$ cat src/rtl/ps2_kbd_event_rx_if.sv
// PS/2 keyboard receiver bus: keyboard pins and read strobe in, FIFO head and status out.
interface ps2_kbd_event_rx_if #(
    parameter int FIFO_AW = 3
);
    logic               ps2_clk;
    logic               ps2_data;
    logic               nextdata_n;
    logic [9:0]         data;
    logic               ready;
    logic [FIFO_AW:0]   count;
    logic               overflow;
    logic               frame_err;

    modport master (
        output ps2_clk, ps2_data, nextdata_n,
        input  data, ready, count, overflow, frame_err
    );

    modport slave (
        input  ps2_clk, ps2_data, nextdata_n,
        output data, ready, count, overflow, frame_err
    );
endinterface

$ cat src/rtl/ps2_kbd_event_rx.sv
// PS/2 keyboard receiver: checked 11-bit frames, E0/F0 prefix folding, FWFT event FIFO.
// Push lands one cycle after the stop-bit edge is seen; a full FIFO drops the push and sets overflow.
module ps2_kbd_event_rx #(
    parameter int FIFO_AW        = 3,
    parameter int PARITY_CHECK   = 1,
    parameter int DECODE_EVENTS  = 1,
    parameter int TIMEOUT_CYCLES = 5000
) (
    input  logic                 clk,
    input  logic                 clr,
    ps2_kbd_event_rx_if.slave    bus
);
    localparam int DEPTH = 2 ** FIFO_AW;
    localparam int TW    = $clog2(TIMEOUT_CYCLES + 1);

    typedef enum logic [1:0] {ST_IDLE, ST_E0, ST_F0, ST_E0F0} dec_st_t;

    logic [2:0]         clk_sync_q, clk_sync_d;
    logic [1:0]         dat_sync_q, dat_sync_d;
    logic [3:0]         bit_cnt_q, bit_cnt_d;
    logic [9:0]         shift_q, shift_d;
    logic [TW-1:0]      timer_q, timer_d;
    logic               byte_vld_q, byte_vld_d;
    logic [7:0]         byte_q, byte_d;
    logic               err_q, err_d;
    dec_st_t            st_q, st_d;
    logic [FIFO_AW-1:0] wr_ptr_q, wr_ptr_d;
    logic [FIFO_AW-1:0] rd_ptr_q, rd_ptr_d;
    logic [FIFO_AW:0]   cnt_q, cnt_d;
    logic               ovf_q, ovf_d;
    logic               nd_q, nd_d;
    logic               nd_prev_q, nd_prev_d;

    logic [9:0]         mem [DEPTH];

    logic               fall;
    logic               din;
    logic               frame_ok;
    logic               push_vld;
    logic [9:0]         push_dat;
    logic               pop;
    logic               full;
    logic               wr_en;

    // Frame reception and inactivity timeout
    always_comb begin
        clk_sync_d = {clk_sync_q[1:0], bus.ps2_clk};
        dat_sync_d = {dat_sync_q[0], bus.ps2_data};
        bit_cnt_d  = bit_cnt_q;
        shift_d    = shift_q;
        timer_d    = timer_q;
        byte_vld_d = 1'b0;
        byte_d     = byte_q;
        err_d      = 1'b0;

        fall     = (clk_sync_q[2:1] == 2'b10);
        din      = dat_sync_q[1];
        // shift_q holds start in [0], data in [8:1], parity in [9]; din is the stop bit
        frame_ok = !shift_q[0] && din && ((^shift_q[9:1]) || (PARITY_CHECK == 0));

        if (fall) begin
            timer_d = '0;
            if (bit_cnt_q == 4'd10) begin
                bit_cnt_d  = 4'd0;
                byte_vld_d = frame_ok;
                err_d      = !frame_ok;
                byte_d     = shift_q[8:1];
            end else begin
                bit_cnt_d = bit_cnt_q + 4'd1;
                shift_d   = {din, shift_q[9:1]};
            end
        end else if (bit_cnt_q != 4'd0) begin
            if (timer_q == TW'(TIMEOUT_CYCLES - 1)) begin
                bit_cnt_d = 4'd0;
                timer_d   = '0;
                err_d     = 1'b1;
            end else begin
                timer_d = timer_q + TW'(1);
            end
        end else begin
            timer_d = '0;
        end
    end

    // Prefix folding decoder
    always_comb begin
        st_d     = st_q;
        push_vld = 1'b0;
        push_dat = '0;
        if (byte_vld_q) begin
            if (DECODE_EVENTS == 0) begin
                push_vld = 1'b1;
                push_dat = {2'b00, byte_q};
            end else begin
                case (byte_q)
                    8'hE0: st_d = ST_E0;
                    8'hF0: st_d = (st_q == ST_E0 || st_q == ST_E0F0) ? ST_E0F0 : ST_F0;
                    default: begin
                        push_vld = 1'b1;
                        push_dat = {(st_q == ST_E0 || st_q == ST_E0F0),
                                    (st_q == ST_F0 || st_q == ST_E0F0), byte_q};
                        st_d     = ST_IDLE;
                    end
                endcase
            end
        end
    end

    // FIFO bookkeeping; a pop frees a slot for a same-cycle push on a full FIFO
    always_comb begin
        nd_d      = bus.nextdata_n;
        nd_prev_d = nd_q;
        pop       = nd_prev_q && !nd_q && (cnt_q != '0);
        full      = (cnt_q == (FIFO_AW + 1)'(DEPTH));
        wr_en     = push_vld && (!full || pop);
        wr_ptr_d  = wr_ptr_q;
        rd_ptr_d  = rd_ptr_q;
        cnt_d     = cnt_q;
        ovf_d     = ovf_q;

        if (wr_en) wr_ptr_d = wr_ptr_q + FIFO_AW'(1);
        if (pop)   rd_ptr_d = rd_ptr_q + FIFO_AW'(1);
        if (wr_en && !pop)      cnt_d = cnt_q + (FIFO_AW + 1)'(1);
        else if (!wr_en && pop) cnt_d = cnt_q - (FIFO_AW + 1)'(1);

        if (pop)                      ovf_d = 1'b0;
        else if (push_vld && !wr_en)  ovf_d = 1'b1;
    end

    always_ff @(posedge clk or posedge clr) begin
        if (clr) begin
            clk_sync_q <= 3'b111;
            dat_sync_q <= 2'b11;
            bit_cnt_q  <= 4'd0;
            shift_q    <= '0;
            timer_q    <= '0;
            byte_vld_q <= 1'b0;
            byte_q     <= '0;
            err_q      <= 1'b0;
            st_q       <= ST_IDLE;
            wr_ptr_q   <= '0;
            rd_ptr_q   <= '0;
            cnt_q      <= '0;
            ovf_q      <= 1'b0;
            nd_q       <= 1'b1;
            nd_prev_q  <= 1'b1;
        end else begin
            clk_sync_q <= clk_sync_d;
            dat_sync_q <= dat_sync_d;
            bit_cnt_q  <= bit_cnt_d;
            shift_q    <= shift_d;
            timer_q    <= timer_d;
            byte_vld_q <= byte_vld_d;
            byte_q     <= byte_d;
            err_q      <= err_d;
            st_q       <= st_d;
            wr_ptr_q   <= wr_ptr_d;
            rd_ptr_q   <= rd_ptr_d;
            cnt_q      <= cnt_d;
            ovf_q      <= ovf_d;
            nd_q       <= nd_d;
            nd_prev_q  <= nd_prev_d;
        end
    end

    always_ff @(posedge clk) begin
        if (wr_en) mem[wr_ptr_q] <= push_dat;
    end

    assign bus.ready     = (cnt_q != '0);
    assign bus.data      = bus.ready ? mem[rd_ptr_q] : 10'd0;
    assign bus.count     = cnt_q;
    assign bus.overflow  = ovf_q;
    assign bus.frame_err = err_q;
endmodule
$ cat src/flat_wrapper.sv
// flat-port wrapper written by rule: the top's interface ports become plain ports
module ps2_kbd_event_rx_flat 
#(
    parameter int FIFO_AW        = 3,
    parameter int PARITY_CHECK   = 1,
    parameter int DECODE_EVENTS  = 1,
    parameter int TIMEOUT_CYCLES = 5000
)
  (clk, clr, bus_ps2_clk, bus_ps2_data, bus_nextdata_n, bus_data, bus_ready, bus_count, bus_overflow, bus_frame_err);
  ps2_kbd_event_rx_if #(.FIFO_AW(FIFO_AW)) bus_i ();
  input  logic clk;
  input  logic clr;
  input wire logic [$bits(bus_i.ps2_clk)-1:0] bus_ps2_clk;
  input wire logic [$bits(bus_i.ps2_data)-1:0] bus_ps2_data;
  input wire logic [$bits(bus_i.nextdata_n)-1:0] bus_nextdata_n;
  output wire logic [$bits(bus_i.data)-1:0] bus_data;
  output wire logic [$bits(bus_i.ready)-1:0] bus_ready;
  output wire logic [$bits(bus_i.count)-1:0] bus_count;
  output wire logic [$bits(bus_i.overflow)-1:0] bus_overflow;
  output wire logic [$bits(bus_i.frame_err)-1:0] bus_frame_err;
  assign bus_i.ps2_clk = bus_ps2_clk;
  assign bus_i.ps2_data = bus_ps2_data;
  assign bus_i.nextdata_n = bus_nextdata_n;
  assign bus_data = bus_i.data;
  assign bus_ready = bus_i.ready;
  assign bus_count = bus_i.count;
  assign bus_overflow = bus_i.overflow;
  assign bus_frame_err = bus_i.frame_err;
  ps2_kbd_event_rx #(.FIFO_AW(FIFO_AW), .PARITY_CHECK(PARITY_CHECK), .DECODE_EVENTS(DECODE_EVENTS), .TIMEOUT_CYCLES(TIMEOUT_CYCLES)) u_core (.clk(clk), .clr(clr), .bus(bus_i));
endmodule
$ cat config.mk
export PLATFORM = sky130hd
export DESIGN_NAME = ps2_kbd_event_rx_flat
export DESIGN_NICKNAME = d
export VERILOG_FILES = /design/src/rtl/ps2_kbd_event_rx_if.sv /design/src/rtl/ps2_kbd_event_rx.sv /design/src/flat_wrapper.sv
export SDC_FILE = /design/constraint.sdc
export NUM_CORES = 1
export LEC_CHECK = 0
export BUFFER_PORTS_ARGS = -buffer_cell sky130_fd_sc_hd__buf_2
export CAP_MARGIN = 40
export CORE_ASPECT_RATIO = 1.2
export CORE_UTILIZATION = 40
export CTS_CLUSTER_DIAMETER = 100
export CTS_CLUSTER_SIZE = 8
export DETAILED_ROUTE_END_ITERATION = 8
export PLACE_DENSITY = 0.54
export SLEW_MARGIN = 40
export SYNTH_ARGS = -nofsm -noshare
export SYNTH_HDL_FRONTEND = slang
export SYNTH_SLANG_ARGS = --single-unit
$ cat constraint.sdc
create_clock -name clk -period 4.36 [get_ports clk]
set_clock_uncertainty 0.1 [all_clocks]
set_input_delay 0.436 -clock clk [delete_from_list [all_inputs] [get_ports clk]]
set_output_delay 0.436 -clock clk [all_outputs]
set_load 0.05 [all_outputs]
==> results.yml <==
clock_tree:
  cts-htree-levels: 4
  cts.sinks: 137
  numCtsBuffers: 17
  clk_pin_slew_ns: 0.06
  max-clock-path-buffers: 2
  post_cts.resized_instances: 0
  cts_tree: "yes"
  cts-root-buf: "sky130_fd_sc_hd__clkbuf_16"
  clock_latency_ns: 0.42
detailed_routing:
  finalWirelength_um: 10000
  detail_route.first_pass.iterations: 6
  wl_per_cell_um: 17.1
  drtAntennaViolNets: 0
  dr.first_iter.drc_count: 105
  via_per_inst: 5.15
  post-route-drc-count: 4
  dr_total_vias: 3015
flow_run:
  cap_viol_max_count: 0
place:
  place.detailed.instances: 552
  placed_cell_area_um2: 6090
  dpl.hpwl_um: 6340
  routabilityCongestion: 0.690
  portBuffers: 21
sta:
  final_period_minus_worst_setup_slack_ns: 2.97
  max_slew_margin: 0.495
  fin_hold_ws_ns: -0.00774
  maxClockFrequency_mhz: 336
  post-route-period-util: 0.682
  hold_violations: 10
  timing.final.max_slew_violations: 0
  timing.setup.tns_ns: 0
  grt_setup_unrepaired: "no"
  setup_violations: 0
  slew_at_the_pin_with_the_worst_max_slew_slack_ns: 0.758
layout:
  syn_to_final_growth_pct: 17.1
  final_layout_size_suffix_gt1_frac: 0.280
  multi_input_area_um2: 1810
  finalNetCount: 419
  final-seq-area_um2: 3840
  fillerInstances: 1197
  final_cells: 586
  diodes: 0
  stdcell_area_um2: 6710
logic_synthesis:
  seq_area_frac_synth: 0.670
  post_synth_instance_area_um2: 5730
  synth_top_area_share: 0.419
  synthArstFlopShare: 0.416
  synth.yosys.warnings: 0
  synth_net_count: 375
  synth_ff_type: "sky130_fd_sc_hd__edfxtp_1"
  ys_top_cells_by_area: "sky130_fd_sc_hd__edfxtp_1 42%, sky130_fd_sc_hd__dfrtp_1 22%, sky130_fd_sc_hd__mux4_2 7.9%"
  synth_edf_count: 80
  synth_cell_type_count: 50
  syn-instance-count: 360
  synth_area_per_inst_um2: 15.9
  ys_ff_latch: 137
  synthDominantAreaCellType: "sky130_fd_sc_hd__edfxtp_1"
floorplanning:
  starting_density_of_the_core: 0.413
  die-area_um2: 14800
  die_width_um: 111
  core_region_area_um2: 13900
  fp-row-count: 47
  die_h_um: 133
  boundaryPins: 22
critical_path:
  endpoint_kind: "primary output"
  source_of_the_worst_register_to_register_timing_path: "u_core.byte_q[2]"
  timing.reg2reg.setup_slack_ns: 1.39
  crit_arrival_ns: 2.44
  worstPathMaxFanout: 16
  end_of_the_worst_register_to_register_path: "u_core.bus.count[3]"
  timing_worst_setup_path_type: "flop to primary output"
  cell_depth_of_the_worst_flop_to_flop_path: 12
  critPathLaunchType: "flop"
  worstPathRequired_ns: 3.82
power_and_ir_drop:
  leak_uw: 0.00251
  power.ir.vdd_worst_mv: 0.280
  total_power_draw_uw: 4090
  power.density_nw_per_um2: 609
min_path:
  hp-class: "input pin to asynchronous set/reset pin"
outcome:
  violations: "design-rule violations, negative hold slack"
  status: "finished, violations left"
global_routing:
  first_global_vias: 3150
  track_usage: 0.152
  largest_net_degree_at_the_start_of_global_routing: 58
  grt_first_pass_wirelength_um: 16800
  grt_antenna_before_repair: 0
  globalRoute.totalOverflow: 0
metrics by stage:
step	hold WS [ns]	setup slack, ns	util
floorplan	0.245	1.62	-
global placement	0.246	1.43	0.438
detailed placement	0.248	1.38	0.439
CTS	0.140	1.28	0.482
global route	0.0151	1.20	0.483
finish	-0.00774	1.39	0.483
how the worst max path moves through the flow:
| stage | from | to | slack (ns) | cells past startpoint |
|---|---|---|---|---|
| after floorplan | u_core.bus.count[0] | u_core.mem[4][0] | 1.62 | 4 |
| after global placement | u_core.byte_q[2] | u_core.bus.count[3] | 1.43 | 12 |
| after detailed placement | u_core.byte_q[2] | u_core.bus.count[3] | 1.38 | 12 |
| after CTS | u_core.rd_ptr_q[0] | bus_data[2] | 1.28 | 5 |
| after global routing | u_core.byte_q[2] | u_core.bus.count[3] | 1.20 | 12 |
| final | u_core.rd_ptr_q[0] | bus_data[2] | 1.39 | 5 |
state kept, by name, summed over array words and instances (netlist names), 2 cells and up:
register and count:
u_core.bit_cnt_q 4, u_core.bus.count 4, u_core.byte_q 8, u_core.clk_sync_q 3
u_core.dat_sync_q 2, u_core.mem 80, u_core.rd_ptr_q 3, u_core.shift_q 10
u_core.st_q 2, u_core.timer_q 13, u_core.wr_ptr_q 3
cell type report:
| type | count | area share |
|---|---|---|
| inverter | 10 | 0.00559 |
| multi-input combinational | 202 | 0.270 |
| tap | 171 | 0.0319 |
| clock buffer | 20 | 0.0651 |
| sequential | 137 | 0.572 |
| timing repair buffer | 36 | 0.0360 |
| clock inverter | 10 | 0.0192 |
placed cells by master (no fill, tap or decap), types with 11 or more instances in the layout:
| cell type | count |
|---|---|
| sky130_fd_sc_hd__xnor2_1 | 15 |
| sky130_fd_sc_hd__clkbuf_16 | 17 |
| sky130_fd_sc_hd__buf_2 | 21 |
| sky130_fd_sc_hd__and2_1 | 11 |
| sky130_fd_sc_hd__dfrtp_1 | 49 |
| sky130_fd_sc_hd__edfxtp_1 | 80 |
| sky130_fd_sc_hd__mux2i_1 | 11 |
| sky130_fd_sc_hd__nor2_1 | 29 |
| sky130_fd_sc_hd__mux2_2 | 18 |
| sky130_fd_sc_hd__nand2_1 | 22 |
| sky130_fd_sc_hd__mux4_2 | 20 |
Yosys cell counts, types with 2 or more instances:
cell type / n
sky130_fd_sc_hd__nand3_1: 10
sky130_fd_sc_hd__buf_2: 2
sky130_fd_sc_hd__nand2_1: 22
sky130_fd_sc_hd__dfstp_2: 7
sky130_fd_sc_hd__inv_1: 10
sky130_fd_sc_hd__dfrtp_1: 50
sky130_fd_sc_hd__o21ai_1: 2
sky130_fd_sc_hd__clkbuf_1: 4
sky130_fd_sc_hd__and2_1: 10
sky130_fd_sc_hd__xnor2_1: 15
sky130_fd_sc_hd__nor4_1: 2
sky130_fd_sc_hd__mux2_2: 18
sky130_fd_sc_hd__and3_1: 3
sky130_fd_sc_hd__mux4_2: 20
sky130_fd_sc_hd__xor2_1: 9
sky130_fd_sc_hd__nor2_1: 29
sky130_fd_sc_hd__buf_1: 2
sky130_fd_sc_hd__a21oi_1: 4
sky130_fd_sc_hd__nor3_1: 6
sky130_fd_sc_hd__ha_1: 9
sky130_fd_sc_hd__edfxtp_1: 80
sky130_fd_sc_hd__nor3b_1: 2
sky130_fd_sc_hd__o21ai_0: 6
sky130_fd_sc_hd__or3_1: 2
sky130_fd_sc_hd__mux2i_1: 11
repair_timing:
action / CTS / global route
hold buffers: 3 / 0
setup buffers: 0 / 0
hold endpoints to repair: 3 / 0
where the power goes:
group	internal, uW	switching, uW
registers	1490	228
clock network	884	508
logic	432	541
total	2810	1280
logic make-up after synthesis:
logic type                 share of synthesized area
DFF                                            0.670
and+or+nand+nor                               0.0919
muxes                                          0.133
xor gates and xnor gates                      0.0406
buffers and inverters                         0.0212
AOI/OAI and AO/OA                             0.0201
adders and majority gates                     0.0231
worst max-delay path: stages (launching register included):
cell                      delay [ns]
sky130_fd_sc_hd__dfrtp_1        0.57
sky130_fd_sc_hd__buf_4          0.40
sky130_fd_sc_hd__mux4_2         0.55
sky130_fd_sc_hd__mux2i_1        0.22
sky130_fd_sc_hd__nor2_1         0.07
sky130_fd_sc_hd__buf_2          0.21
layer usage:
metal,wire [um],track usage,vias to the layer above
li1,-,-,1417
met1,4520,0.188,1539
met2,5000,0.251,41
met3,293,0.0400,18
met4,194,0.0743,0
met5,0,0,-
(Power assumes the default switching activity.)
